==> config.mk <==
export PLATFORM = sky130hd
export DESIGN_NAME = fifo_rd_stream_flat
export DESIGN_NICKNAME = d
export VERILOG_FILES = /design/src/rtl/fifo_rd_stream_if.sv /design/src/rtl/fifo_rd_stream.sv /design/src/flat_wrapper.sv
export SDC_FILE = /design/constraint.sdc
export NUM_CORES = 1
export LEC_CHECK = 0
export BUFFER_PORTS_ARGS = -buffer_cell sky130_fd_sc_hd__buf_2
export CORE_MARGIN = 4
export CORE_UTILIZATION = 29
export CTS_CLUSTER_SIZE = 40
export DETAILED_ROUTE_END_ITERATION = 8
export GPL_ROUTABILITY_DRIVEN = 0
export GPL_TIMING_DRIVEN = 0
export PLACE_DENSITY = 0.51
export SLEW_MARGIN = 40
export SYNTH_ARGS = -nofsm -noshare
export SYNTH_HDL_FRONTEND = slang
export SYNTH_SLANG_ARGS = --single-unit
==> constraint.sdc <==
create_clock -name clk -period 3.7 [get_ports clk]
set_input_delay 0.37 -clock clk [delete_from_list [all_inputs] [get_ports clk]]
set_output_delay 0.37 -clock clk [all_outputs]
set_load 0.01 [all_outputs]
==> src/rtl/fifo_rd_stream_if.sv <==
`default_nettype none
// ============================================================================
// Module   : fifo_rd_stream_if
// Purpose  : FIFO read port plus valid/ready output stream bundle.
// Revision : 1.0 - initial release
// ============================================================================
interface fifo_rd_stream_if #(
    parameter int DWIDTH = 8
);
    logic              fifo_empty;
    logic [DWIDTH-1:0] fifo_dout;
    logic              fifo_rden;
    logic              m_valid;
    logic              m_ready;
    logic [DWIDTH-1:0] m_data;
    logic              m_last;
    logic [1:0]        occupancy;

    // master is the adapter's view; slave is the FIFO + downstream view
    modport master (
        input  fifo_empty, fifo_dout, m_ready,
        output fifo_rden, m_valid, m_data, m_last, occupancy
    );

    modport slave (
        output fifo_empty, fifo_dout, m_ready,
        input  fifo_rden, m_valid, m_data, m_last, occupancy
    );
endinterface
`default_nettype wire

==> src/rtl/fifo_rd_stream.sv <==
`default_nettype none
// ============================================================================
// Module   : fifo_rd_stream
// Purpose  : Drains a show-ahead FIFO read port into a registered, packet-
//            framed valid/ready stream through a 2-entry skid buffer.
// Revision : 1.0 - initial release
// ============================================================================
module fifo_rd_stream #(
    parameter int DWIDTH  = 8,
    parameter int PKT_LEN = 16
) (
    input  wire logic           clk,
    input  wire logic           rst,
    fifo_rd_stream_if.master    bus
);

    localparam int                    c_beat_w    = $clog2(PKT_LEN + 1);
    localparam logic [c_beat_w-1:0]   c_last_beat = c_beat_w'(PKT_LEN - 1);

    typedef enum logic [0:0] {
        ST_INIT = 1'b0,
        ST_RUN  = 1'b1
    } state_t;

    state_t              r_state;
    state_t              w_state_nxt;
    logic [DWIDTH-1:0]   r_head;
    logic [DWIDTH-1:0]   r_tail;
    logic [1:0]          r_occ;
    logic [c_beat_w-1:0] r_beat;
    logic                w_pop;
    logic                w_drain;
    logic                w_valid;

    assign w_valid = (r_occ != 2'd0);
    assign w_drain = w_valid & bus.m_ready;

    always_ff @(posedge clk or posedge rst) begin
        if (rst) begin
            r_state <= ST_INIT;
        end else begin
            r_state <= w_state_nxt;
        end
    end

    // INIT masks the FIFO's empty flag for the one edge it reads 0 after reset
    always_comb begin
        w_state_nxt = r_state;
        w_pop       = 1'b0;
        case (r_state)
            ST_INIT: begin
                w_state_nxt = ST_RUN;
            end
            ST_RUN: begin
                w_pop = ~bus.fifo_empty & (r_occ != 2'd2);
            end
            default: begin
                w_state_nxt = ST_INIT;
            end
        endcase
    end

    always_ff @(posedge clk or posedge rst) begin
        if (rst) begin
            r_occ <= 2'd0;
        end else begin
            case ({w_pop, w_drain})
                2'b10:   r_occ <= r_occ + 2'd1;
                2'b01:   r_occ <= r_occ - 2'd1;
                default: r_occ <= r_occ;
            endcase
        end
    end

    // New words land in the head slot whenever the head is empty or leaving
    always_ff @(posedge clk or posedge rst) begin
        if (rst) begin
            r_head <= '0;
            r_tail <= '0;
        end else begin
            if (w_pop) begin
                if ((r_occ == 2'd0) || ((r_occ == 2'd1) && w_drain)) begin
                    r_head <= bus.fifo_dout;
                end else begin
                    r_tail <= bus.fifo_dout;
                end
            end else if (w_drain && (r_occ == 2'd2)) begin
                r_head <= r_tail;
            end
        end
    end

    always_ff @(posedge clk or posedge rst) begin
        if (rst) begin
            r_beat <= '0;
        end else if (w_drain) begin
            if (r_beat == c_last_beat) begin
                r_beat <= '0;
            end else begin
                r_beat <= r_beat + c_beat_w'(1);
            end
        end
    end

    assign bus.fifo_rden = w_pop;
    assign bus.m_valid   = w_valid;
    assign bus.m_data    = r_head;
    assign bus.m_last    = w_valid & (r_beat == c_last_beat);
    assign bus.occupancy = r_occ;

endmodule
`default_nettype wire

==> src/flat_wrapper.sv <==
// flat-port wrapper written by rule: the top's interface ports become plain ports
module fifo_rd_stream_flat 
#(
    parameter int DWIDTH  = 8,
    parameter int PKT_LEN = 16
)
  (clk, rst, bus_fifo_empty, bus_fifo_dout, bus_m_ready, bus_fifo_rden, bus_m_valid, bus_m_data, bus_m_last, bus_occupancy);
  fifo_rd_stream_if #(.DWIDTH(DWIDTH)) bus_i ();
  input  wire logic clk;
  input  wire logic rst;
  input wire logic [$bits(bus_i.fifo_empty)-1:0] bus_fifo_empty;
  input wire logic [$bits(bus_i.fifo_dout)-1:0] bus_fifo_dout;
  input wire logic [$bits(bus_i.m_ready)-1:0] bus_m_ready;
  output wire logic [$bits(bus_i.fifo_rden)-1:0] bus_fifo_rden;
  output wire logic [$bits(bus_i.m_valid)-1:0] bus_m_valid;
  output wire logic [$bits(bus_i.m_data)-1:0] bus_m_data;
  output wire logic [$bits(bus_i.m_last)-1:0] bus_m_last;
  output wire logic [$bits(bus_i.occupancy)-1:0] bus_occupancy;
  assign bus_i.fifo_empty = bus_fifo_empty;
  assign bus_i.fifo_dout = bus_fifo_dout;
  assign bus_i.m_ready = bus_m_ready;
  assign bus_fifo_rden = bus_i.fifo_rden;
  assign bus_m_valid = bus_i.m_valid;
  assign bus_m_data = bus_i.m_data;
  assign bus_m_last = bus_i.m_last;
  assign bus_occupancy = bus_i.occupancy;
  fifo_rd_stream #(.DWIDTH(DWIDTH), .PKT_LEN(PKT_LEN)) u_core (.clk(clk), .rst(rst), .bus(bus_i));
endmodule
==> run_results.csv, run 1 <==
group,metric,value,unit
clock_network,clk-insertion-delay-late,270,ps
detailed_routing,drt-vias-per-instance,4.53,
critical_path,r2r_cells,5,
yosys,post_synthesis_mean_instance_area,13.5,µm²
yosys,ys.flop_type,"sky130_fd_sc_hd__dfrtp_1",
critical_path,worst_ep_arrival_time,1710,ps
sta,finalClockSkew,6.58,ps
sta,finalHoldViolCount,0,
critical_path,slowest_stage_delay_on_critical_path,420,ps
finish,design.final.nets,136,
clock_network,clock_sinks,24,
clock_network,setup_buffers_after_cts,0,
run,max-cap-violations,0,
yosys,ys.warnings.count,0,
finish,postLayoutCellArea,1440,µm²
yosys,synthDistinctLibCells,24,
global_route,global_route_wire_length_before_repair,3560,µm
yosys,yosysSeqAreaShare,0.502,
yosys,syn-cell-area,1200,µm²
place,dp_hpwl,1620,µm
place,number_of_i_o_port_buffers,24,
sta,fin_ws,1620,ps
global_route,globalRouteTotalUtil,0.0891,
detailed_routing,detail_route.drc_violations,0,
sta,setup_tns,0,ps
yosys,synth-edff-count,0,
power,power.static_leakage,0.000664,µW
critical_path,crit_path_start_kind,"flip-flop",
sta,layout_worst_path_cycle_share,0.563,
critical_path,worst_path_dominant_cell_family,"buffers and inverters",
critical_path,crit_path_top_delay_cell,"sky130_fd_sc_hd__dfrtp_1",
finish,num-fill-cells,400,
sta,grt_setup_unrepaired,"false",
critical_path,critical_path.max_fanout,10,
detailed_routing,drt_iter0_markers,26,
die,floorplan.rows,23,
global_route,initial_antenna_violation_count,0,
global_route,maximum_number_of_pins_on_one_net_before_global_route_repair,25,
power,pwr_density_cell,784,nW/µm²
place,placement.setup.worst_slack,1610,ps
yosys,synthArstFlopShare,1.00,
worst_hold_path,worstHoldPathType,"in -> async",
sta,timing.final.setup_violations,0,
die,die_area,5220,µm²
critical_path,worst_setup_path_end_kind,"primary output",
sta,worst_slew_margin_rel,0.656,
critical_path,crit-reg2reg-capture,"u_core.bus.m_data[1]",
die,core_outline_area,4000,µm²
yosys,ys_ff_latch,24,
global_route,first_global_vias,752,
place,post-place-cells,163,
critical_path,crit_required,3330,ps
finish,flow.area_growth_from_synthesis,19.9,%
detailed_routing,drt_first_pass_iters,4,
critical_path,critPathBufInv,3,
critical_path,r2r_setup_slack,1640,ps
sta,finalWorstPathRequiredPeriod,2080,ps
clock_network,cts_root_buf,"sky130_fd_sc_hd__clkbuf_8",
critical_path,crit_path_cells,"inv_1 > ha_1 > nor3b_4 > buf_6 > buf_2",
yosys,post_synth_inst_count,89,
sta,worst-slew-pin-transition,516,ps
finish,drive_gt1_frac,0.368,
clock_network,cts.reportedPaths.clkPinSlew,90,ps
clock_network,clk_path_buf_depth,2,
detailed_routing,avgRoutedWirePerCell,13.2,µm
detailed_routing,detailroute.via_count,756,
critical_path,timing.setup.critical_path_class,"reg -> out",
place,dpl_cell_area,1380,µm²
outcome,status,"finished clean",
sta,max_clock_freq,480,MHz
clock_network,postCtsResizedCells,0,
yosys,syn-num-nets,107,
die,die_height,72.3,µm
power,total_power,1130,µW
sta,slew_viol_final,0,
die,starting_density,0.299,
detailed_routing,drt.antenna.violating_nets,0,
power,peakVddDrop,0.372,mV
finish,total_inserted_antenna_cells,0,
detailed_routing,routed_wl,2200,µm
die,boundaryPins,25,
clock_network,hold_fix_buffer_count_after_cts,0,
clock_network,cts_tree,"built",
clock_network,tritoncts.num_buffers,3,
finish,final-instance-count-excl-fill,167,
clock_network,htree_num_levels,1,
critical_path,worst_r2r_startpoint,"u_core.bus.occupancy[0]",
die,die-width,72.3,µm
global_route,global_route.overflow_total,0,
-- cell families after synthesis --
kind of cell | Yosys count | synth area share
adder cells (fa/ha/maj) | 6 | 0.0627
flip-flops | 24 | 0.502
AO/OA/AOI/OAI | 5 | 0.0355
other | 1 | 0.00313
AND/OR/NAND/NOR | 18 | 0.0930
XOR/XNOR | 3 | 0.0219
buffers and inverters | 6 | 0.0251
multiplexers | 26 | 0.257
-- where the power goes --
group | switching, µW | total [µW] | internal, µW
Sequential | 77.3 | 464 | 386
Combinational | 233 | 485 | 252
Clock | 81.7 | 177 | 95.0
Total | 393 | 1130 | 733
-- metrics by stage --
stage,util,hold slack [ps]
6_report,0.359,124
5_1_grt,0.359,174
4_1_cts,0.359,144
3_5_place_dp,0.345,442
3_3_place_gp,0.345,463
2_1_floorplan,-,385
-- Yosys cell counts, types with 2 or more instances --
master                    number  area share
sky130_fd_sc_hd__o21ai_0       2      0.0084
sky130_fd_sc_hd__dfrtp_1      24        0.50
sky130_fd_sc_hd__mux2_1       16        0.15
sky130_fd_sc_hd__mux2_2        8       0.075
sky130_fd_sc_hd__nand2_1       8       0.025
sky130_fd_sc_hd__nor2b_1       2       0.010
sky130_fd_sc_hd__inv_1         5       0.016
sky130_fd_sc_hd__xnor2_1       3       0.022
sky130_fd_sc_hd__ha_1          6       0.063
-- state kept, by name, indices dropped and copies added, names as in the netlist --
name,count
u_core.bus.m_data,8
u_core.r_tail,8
u_core.r_beat,5
u_core.bus.occupancy,2
u_core.r_state,1
-- cell usage in the layout, fill, tap and decap left out --
cell type | synthesis | routed
sky130_fd_sc_hd__nor3b_4 | 1 | 1
sky130_fd_sc_hd__ha_1 | 6 | 6
sky130_fd_sc_hd__clkbuf_8 | 0 | 4
sky130_fd_sc_hd__mux2_1 | 16 | 16
sky130_fd_sc_hd__a22o_1 | 1 | 1
sky130_fd_sc_hd__buf_2 | 0 | 24
sky130_fd_sc_hd__a21oi_4 | 1 | 1
sky130_fd_sc_hd__buf_6 | 1 | 1
sky130_fd_sc_hd__mux2_2 | 8 | 8
sky130_fd_sc_hd__inv_1 | 5 | 4
sky130_fd_sc_hd__conb_1 | 1 | 1
sky130_fd_sc_hd__nand3_1 | 1 | 1
sky130_fd_sc_hd__xnor2_1 | 3 | 3
sky130_fd_sc_hd__nand2_4 | 1 | 1
sky130_fd_sc_hd__o21ai_0 | 2 | 2
sky130_fd_sc_hd__mux2i_4 | 1 | 1
sky130_fd_sc_hd__mux2_4 | 1 | 1
sky130_fd_sc_hd__o21a_1 | 1 | 1
sky130_fd_sc_hd__inv_2 | 0 | 1
sky130_fd_sc_hd__nand4b_1 | 1 | 1
sky130_fd_sc_hd__nand2_1 | 8 | 8
sky130_fd_sc_hd__nand3b_1 | 1 | 1
sky130_fd_sc_hd__dfrtp_1 | 24 | 24
sky130_fd_sc_hd__nor3b_1 | 1 | 1
sky130_fd_sc_hd__nor2b_1 | 2 | 2
sky130_fd_sc_hd__nand2b_1 | 1 | 1
sky130_fd_sc_hd__nor2_1 | 1 | 1
-- worst register-to-register path: cells and delay by family, from the launching register on --
family,cells,cell delay (ps)
fa+ha+maj,1,250
mux,2,860
flops,1,420
buf+inv,1,100
simple gates,1,320
-- worst max-delay path by stage --
stage                                 start              endpoint  cells after the start
floorplan           u_core.bus.occupancy[0]  u_core.bus.m_data[0]                      6
finish              u_core.bus.occupancy[0]         bus_fifo_rden                      5
detailed placement  u_core.bus.occupancy[0]  u_core.bus.m_data[4]                      5
CTS                 u_core.bus.occupancy[0]         bus_fifo_rden                      5
global route        u_core.bus.occupancy[0]         bus_fifo_rden                      5
global placement    u_core.bus.occupancy[0]  u_core.bus.m_data[2]                      5
-- final cells by class --
class	instances	area, µm²	area share
flip-flops and latches	24	601	0.418
multi-input cells	59	567	0.395
repair buffers	24	120	0.0837
well taps	50	62.6	0.0436
clock buffers	4	55.1	0.0384
inverters	5	18.8	0.0131
plain buffers	1	11.3	0.00785
-- metal layers --
| layer | global-route usage | part of all wire |
|---|---|---|
| met2 | 0.139 | 0.48 |
| met4 | 0.0376 | 0.013 |
| met1 | 0.118 | 0.45 |
| met5 | 0 | 0 |
| met3 | 0.0222 | 0.054 |
No activity file was read; power rests on OpenSTA's default activity.
==> run 2: changes to the inputs <==
- PLACE_DENSITY: 0.51 -> 0.52
- clock period: 3.7 -> 1.9 ns (I/O delays scaled with it)
==> run 2 against run 1 <==
Compared with the run above: setup slack got worse by 1500 ps; sequential share of layout area down 2.4 points; combinational power grew 110%; total power up 110%; non-clock buffer count is 7 higher; register-to-register slack got worse by 1500 ps; final cell count rose by 4.2%; utilization grew 2.3 points; clock skew shrank 3.4 ps; clock power grew to 2.5 times the previous value; wire length down 1.4%; critical path type is now reg -> reg; first-iteration DRC count fell by 31%; largest cell class unchanged.
==> run_results.csv, run 2 (same netlist as run 1, synthesis figures left out) <==
group,metric,value,unit
finish,sequential_cell_area,602,µm²
critical_path,r2r_setup_slack,90,ps
clock_network,cts_root_buf,"sky130_fd_sc_hd__clkbuf_8",
worst_hold_path,min_from,"bus_fifo_dout[7]",
critical_path,worst_ep_arrival_time,1960,ps
global_route,maximum_number_of_pins_on_one_net_before_global_route_repair,25,
worst_hold_path,worstHoldPathType,"in -> reg",
finish,drive_gt1_frac,0.419,
detailed_routing,drt-vias-per-instance,4.49,
clock_network,clk_path_buf_depth,2,
sta,finalClockSkew,3.15,ps
sta,finalWorstPathRequiredPeriod,1810,ps
power,power.static_leakage,0.000706,µW
finish,final-instance-count-excl-fill,174,
sta,layout_worst_path_cycle_share,0.951,
die,die_area,5220,µm²
place,placement.setup.worst_slack,-63.7,ps
clock_network,cts.reportedPaths.clkPinSlew,90,ps
sta,timing.final.setup_violations,0,
global_route,first_global_vias,807,
sta,fin_ws,92.2,ps
place,number_of_i_o_port_buffers,24,
critical_path,timing.setup.critical_path_class,"reg -> reg",
finish,total_inserted_antenna_cells,0,
sta,worst_slew_margin_rel,0.651,
power,pwr_density_cell,1560,nW/µm²
sta,grt_setup_unrepaired,"true",
detailed_routing,avgRoutedWirePerCell,12.5,µm
sta,worst-slew-pin-transition,523,ps
detailed_routing,drt_first_pass_iters,3,
detailed_routing,routed_wl,2170,µm
global_route,initial_antenna_violation_count,0,
place,post-place-cells,163,
detailed_routing,detail_route.drc_violations,0,
clock_network,cts_tree,"built",
die,floorplan.rows,23,
detailed_routing,detailroute.via_count,781,
die,starting_density,0.299,
sta,finalHoldViolCount,0,
finish,design.final.nets,143,
sta,max_clock_freq,553,MHz
run,max-cap-violations,0,
die,die-width,72.3,µm
critical_path,crit_required,2050,ps
critical_path,r2r_cells,7,
critical_path,critical_path.max_fanout,8,
critical_path,worst_setup_path_end_kind,"flip-flop",
finish,flow.area_growth_from_synthesis,27.5,%
finish,area_occupied_by_multi_input_gates,569,µm²
global_route,global_route_wire_length_before_repair,3650,µm
detailed_routing,drt_iter0_markers,18,
critical_path,crit_path_start_kind,"flip-flop",
die,die_height,72.3,µm
critical_path,critPathLaunch,"u_core.bus.occupancy[0]",
detailed_routing,drt.antenna.violating_nets,0,
clock_network,tritoncts.num_buffers,3,
finish,num-fill-cells,398,
die,boundaryPins,25,
worst_hold_path,worstHoldPathCells,2,
critical_path,worst_r2r_startpoint,"u_core.bus.occupancy[0]",
global_route,global_route.overflow_total,0,
die,core_outline_area,4000,µm²
place,dp_hpwl,1590,µm
finish,most-common-layout-cells,"24 x sky130_fd_sc_hd__buf_2, 23 x sky130_fd_sc_hd__dfrtp_1, 16 x sky130_fd_sc_hd__mux2_1",
clock_network,htree_num_levels,1,
finish,layout_commonest_cell,"sky130_fd_sc_hd__buf_2",
outcome,status,"finished clean",
clock_network,clock_sinks,24,
sta,slew_viol_final,0,
power,peakVddDrop,0.674,mV
global_route,globalRouteTotalUtil,0.0891,
clock_network,clk-insertion-delay-late,270,ps
-- run 2: timing repair --
item,in CTS,in global routing
setup buffers,4,2
hold buffers,1,0
endpoints found under the hold margin,24,0
setup endpoints to repair,8,8
resized for setup,0,1
pin swaps,1,1
-- run 2: routing by layer --
| layer | part of all wire | track usage | wire length, µm |
|---|---|---|---|
| met5 | 0 | 0 | 0 |
| met4 | 0.0046 | 0.0125 | 10 |
| met3 | 0.070 | 0.0305 | 151 |
| met2 | 0.44 | 0.149 | 961 |
| met1 | 0.48 | 0.115 | 1050 |
-- run 2: metrics by stage --
stage	area (µm²)	total power, µW	hold slack [ps]	util	setup TNS, ps
finish	1530	2380	143	0.382	0
global route	1530	2560	137	0.382	-22.2
CTS	1510	2400	135	0.377	0
detailed placement	1380	1880	264	0.346	-391
global placement	1380	1830	415	0.346	-116
floorplan	1200	1590	205	-	0
-- run 2: power by group --
group	switching [µW]	internal, µW	leakage (µW)	total [µW]
Sequential	137	754	0.000285	891
Clock	163	282	0.0000357	445
Combinational	481	563	0.000386	1040
-- run 2: final timing paths --
path                                                end
worst min-delay path                   u_core.r_tail[7]
worst min register to register     u_core.bus.m_data[1]
max in group asynchronous       u_core.bus.occupancy[0]
min in group asynchronous              u_core.r_tail[2]
worst max-delay path               u_core.bus.m_data[2]
worst max register to register     u_core.bus.m_data[2]
-- run 2: cell type report --
class,count,area share
buffer,1,0.00738
clock buffer,3,0.0270
clock inverter,1,0.0197
inverter,5,0.0123
multi-input combinational,59,0.373
sequential,24,0.394
tap,50,0.0410
timing repair buffer,31,0.125
-- run 2: worst max-delay path: stages (launching register included) --
cell	delay [ps]
sky130_fd_sc_hd__dfrtp_2	370
sky130_fd_sc_hd__inv_2	50
sky130_fd_sc_hd__ha_2	200
sky130_fd_sc_hd__nor3b_4	240
sky130_fd_sc_hd__buf_6	140
sky130_fd_sc_hd__mux2i_4	230
sky130_fd_sc_hd__buf_12	150
sky130_fd_sc_hd__mux2_1	320
